File: config.mk
export PLATFORM = sky130hd
export DESIGN_NAME = multiport_regfile
export DESIGN_NICKNAME = d
export VERILOG_FILES = /design/src/rtl/multiport_regfile.sv
export SDC_FILE = /design/constraint.sdc
export NUM_CORES = 1
export LEC_CHECK = 0
export CORE_UTILIZATION = 64
export CTS_BUF_LIST = sky130_fd_sc_hd__clkbuf_4
export CTS_CLUSTER_SIZE = 40
export DETAILED_ROUTE_END_ITERATION = 7
export GPL_TIMING_DRIVEN = 0
export PLACE_DENSITY = 0.89
export SLEW_MARGIN = 20
export SYNTH_ARGS = -nofsm -noshare
export SYNTH_HDL_FRONTEND = slang
export SYNTH_SLANG_ARGS = --single-unit
File: constraint.sdc
create_clock -name clk -period 6.8 [get_ports clk]
set_clock_uncertainty 0.05 [all_clocks]
set_input_delay 0.68 -clock clk [delete_from_list [all_inputs] [get_ports clk]]
set_output_delay 0.68 -clock clk [all_outputs]
set_load 0.005 [all_outputs]
File: src/rtl/multiport_regfile.sv
// Multi-read, single-write register file with byte enables and a per-entry pending
// scoreboard. Define REGFILE_BYPASS_EN to forward same-cycle writes to matching read ports.
module multiport_regfile #(
    parameter int DATA_W  = 16,
    parameter int ADDR_W  = 3,
    parameter int NUM_RD  = 2,
    parameter int ZERO_R0 = 0
) (
    input  logic                     clk,
    input  logic                     rst,
    input  logic                     wr_en,
    input  logic [ADDR_W-1:0]        wr_addr,
    input  logic [DATA_W-1:0]        wr_data,
    input  logic [DATA_W/8-1:0]      wr_be,
    input  logic [NUM_RD*ADDR_W-1:0] rd_addr,
    output logic [NUM_RD*DATA_W-1:0] rd_data,
    input  logic                     sb_set,
    input  logic [ADDR_W-1:0]        sb_addr,
    input  logic                     flush,
    output logic [NUM_RD-1:0]        rd_busy,
    output logic [2**ADDR_W-1:0]     pend_vec
);
    localparam int DEPTH = 2**ADDR_W;
    localparam int NB    = DATA_W/8;

    logic [DEPTH-1:0][DATA_W-1:0] mem_q, mem_d;
    logic [DEPTH-1:0]             pend_q, pend_d;
    logic [NUM_RD-1:0][ADDR_W-1:0] rd_a;
    logic [NUM_RD-1:0][DATA_W-1:0] rd_data_a;
    logic [NUM_RD-1:0]             rd_busy_a;
    logic                          wr_ok;

    assign rd_a     = rd_addr;
    assign rd_data  = rd_data_a;
    assign rd_busy  = rd_busy_a;
    assign pend_vec = pend_q;
    assign wr_ok    = wr_en && !(ZERO_R0 != 0 && wr_addr == '0);

    always_comb begin
        mem_d  = mem_q;
        pend_d = pend_q;
        if (wr_ok) begin
            for (int b = 0; b < NB; b++) begin
                if (wr_be[b]) mem_d[wr_addr][8*b +: 8] = wr_data[8*b +: 8];
            end
        end
        // Clear for the completing write first so a same-cycle new producer wins.
        if (wr_en)  pend_d[wr_addr] = 1'b0;
        if (sb_set) pend_d[sb_addr] = 1'b1;
        if (flush)  pend_d = '0;
        if (ZERO_R0 != 0) begin
            mem_d[0]  = '0;
            pend_d[0] = 1'b0;
        end
    end

    always_ff @(posedge clk or posedge rst) begin
        if (rst) begin
            mem_q  <= '0;
            pend_q <= '0;
        end else begin
            mem_q  <= mem_d;
            pend_q <= pend_d;
        end
    end

`ifdef REGFILE_BYPASS_EN
    logic [DATA_W-1:0] wr_merge;
    always_comb begin
        wr_merge = mem_q[wr_addr];
        for (int b = 0; b < NB; b++) begin
            if (wr_be[b]) wr_merge[8*b +: 8] = wr_data[8*b +: 8];
        end
    end
`endif

    always_comb begin
        rd_data_a = '0;
        rd_busy_a = '0;
        for (int p = 0; p < NUM_RD; p++) begin
            rd_data_a[p] = mem_q[rd_a[p]];
            rd_busy_a[p] = pend_q[rd_a[p]];
`ifdef REGFILE_BYPASS_EN
            if (wr_ok && wr_addr == rd_a[p]) begin
                rd_data_a[p] = wr_merge;
                rd_busy_a[p] = sb_set && !flush && sb_addr == rd_a[p];
            end
`endif
            if (rst) begin
                rd_data_a[p] = '0;
                rd_busy_a[p] = 1'b0;
            end
        end
    end
endmodule

==> impl_metrics.ini <==
[timing]
holdWs_ns = 0.460
setup_slack_ns = 3.29
fin_setup_tns_ns = 0
rsz0062_at_grt = false
finalMaxSlewViolations = 0
setup_viol = 0
final_hold_viol_count = 0
min_period_ns = 3.51
relSlewSlack = 0.324
fmax_ghz = 0.285
fin_crit_sh = 0.516
worst-slew-pin-transition_ns = 1.01

[final_layout]
drive_gt1_frac = 0.445
seq_area_um2 = 3400
multiInputGateArea_um2 = 3770
finish.instance_area_um2 = 8540
n_antenna_cell = 0
finalNetCount = 610
fillers = 699
area_growth_syn_to_layout_pct = 16.1

[detailed_routing]
met1_length_um = 7470
ant_nets = 0
drt-pass1-iter-count = 4
routedWlPerCell_um = 25.6
highest_layer = met4
via_per_inst = 6.83
wl_met2_um = 9020
drt_iter0_markers = 453
routed_wirelength_um = 18600
drc_errors = 0
routed-wl-met3_um = 1670
num_vias = 4964

[placed_design]
dpl_cell_area_um2 = 8230
port-buffer-count = 67
place.detailed.hpwl_um = 12100
gp_congestion = 0.899
pre_cts_slack_ns = 3.31

[critical_path]
crit_required_ns = 6.07
cp_max_fo = 10
cp-start-kind = input port
cp.arrival_ns = 2.78
crit_type = input port to output port
crit_path_end_kind = output port
critPathLaunch = rd_addr[5]
r2r-start = pend_vec[1]

[global_routing]
grt_pass1_wl_um = 28900
grt.total_usage = 0.347
grt_pass1_vias = 5234
grt-ovfl-total = 0
grt_max_degree = 70
antenna_found_initial = 0

[pwr]
powerDensity_nw_per_um2 = 271
p_leak_nw = 3.54
irDropWorstVdd_mv = 0.237

[clock_tree]
clk_latency_ns = 0.55
clock_sinks = 136
ctsRootBufferMaster = clkbuf_4
cts_tree = done
h-tree-depth = 4
cts_resized = 0
clk_pin_slew_ns = 0.10
cts_buffer_depth = 2
cts_buffers = 17
post_cts_buffers = 0
postCtsHoldBufs = 0

[worst_hold_path]
min_from = flush
worst_hold_path_type = input port to flop

[status]
status = finished, final reports clean

[floorplanning]
die_h_um = 109
dieArea_um2 = 11900
start_util = 0.667
core_area_um2 = 11000
ios = 77
fp.dieW_um = 109
num_rows = 38

[synthesis]
syn-num-nets = 523
syn_area_per_cell_um2 = 15.1
synth_area_um2 = 7350
yosysSeqAreaShare = 0.463
synth.distinct_cells = 25
synthCells = 488
ys_ff_latch = 136
yosysWarnings = 0

[job]
maxCapViolations = 0
[kinds of logic after synthesis]
family / Yosys count / synth area share
and+or+nand+nor: 73 / 0.0504
muxes: 230 / 0.451
AOI/OAI and AO/OA: 16 / 0.0116
buffers and inverters: 33 / 0.0247
DFF: 136 / 0.463
[synthesized netlist by cell type]
| cell type | n | share of area |
|---|---|---|
| mux2_2 | 128 | 0.20 |
| nand3b_1 | 2 | 0.0020 |
| buf_2 | 13 | 0.0088 |
| inv_1 | 2 | 0.0010 |
| buf_6 | 2 | 0.0031 |
| nor3_2 | 1 | 0.0014 |
| nor3_4 | 1 | 0.0022 |
| nor2b_1 | 3 | 0.0026 |
| o21ai_0 | 6 | 0.0041 |
| buf_1 | 3 | 0.0015 |
| o31ai_1 | 2 | 0.0020 |
| nand2_1 | 6 | 0.0031 |
| buf_4 | 7 | 0.0071 |
| nand2b_1 | 3 | 0.0026 |
| a21oi_1 | 8 | 0.0054 |
| or3_1 | 4 | 0.0034 |
| dfrtp_1 | 136 | 0.46 |
| mux4_2 | 68 | 0.21 |
| nand3_1 | 6 | 0.0041 |
| nor2_2 | 10 | 0.0085 |
| mux2i_1 | 34 | 0.046 |
| nand4_1 | 1 | 0.00085 |
| clkbuf_1 | 6 | 0.0031 |
| nand2b_4 | 1 | 0.0019 |
| nor2_1 | 35 | 0.018 |
[sequential cells by signal, indices dropped and copies added (netlist names)]
register and flops:
pend_vec 8, mem_q 128
[layout make-up]
type,instances,share of cell area
inverters,2,0.00176
clock buffers,20,0.0176
plain buffers,31,0.0204
repair buffers,68,0.0818
multi-input cells,319,0.441
flip-flops and latches,136,0.399
clock inverters,11,0.0182
well taps,140,0.0205
[path summary, 6_finish.rpt]
kind                                to  slack, ns  depth (start not counted)
max reg2reg                pend_vec[1]       5.92                          2
min reg2reg                  mem_q[71]       0.49                          1
min in group asynchronous    mem_q[21]       0.76                          3
min                        pend_vec[2]       0.46                          2
max in group asynchronous  pend_vec[7]       5.26                          4
max                        rd_data[26]       3.29                          6
[critical path, stage by stage]
cell,delay (ns)
buf_2,0.26
clkbuf_1,0.65
mux4_2,0.42
mux2i_1,0.21
nor2_1,0.07
clkdlybuf4s50_1,0.47
[layer usage]
metal | up-vias | global-route usage
met4 | 0 | 0.117
met3 | 35 | 0.0962
met5 | - | 0
li1 | 2045 | -
met1 | 2600 | 0.485
met2 | 284 | 0.532
[report_power, final]
part | total, mW | switching, mW | internal, mW
combinational | 0.610 | 0.213 | 0.397
clock | 0.583 | 0.286 | 0.297
sequential | 1.12 | 0.132 | 0.987
[through the flow]
step | std cells | total power [mW] | utilization
after detailed placement | 696 | 1.74 | 0.746
after floorplan | 488 | 1.52 | -
final | 727 | 2.31 | 0.774
after CTS | 727 | 2.31 | 0.774
after global placement | 695 | 1.68 | 0.743
after global routing | 727 | 2.42 | 0.774
[layout by cell type, fill, tap and decap left out, types with 4 or more instances in the layout]
| cell | netlist | layout |
|---|---|---|
| o21ai_0 | 6 | 6 |
| buf_4 | 7 | 7 |
| mux2i_1 | 34 | 34 |
| clkbuf_1 | 6 | 6 |
| nor2_2 | 10 | 10 |
| nand3_1 | 6 | 6 |
| mux4_2 | 68 | 68 |
| or3_1 | 4 | 4 |
| bufinv_16 | 0 | 4 |
| nand2_1 | 6 | 6 |
| dfrtp_1 | 136 | 136 |
| buf_2 | 13 | 13 |
| nor2_1 | 35 | 35 |
| a21oi_1 | 8 | 8 |
| clkdlybuf4s50_1 | 0 | 67 |
| clkbuf_4 | 0 | 20 |
| mux2_2 | 128 | 128 |
Note: power is estimated with default switching activity, not from simulation.
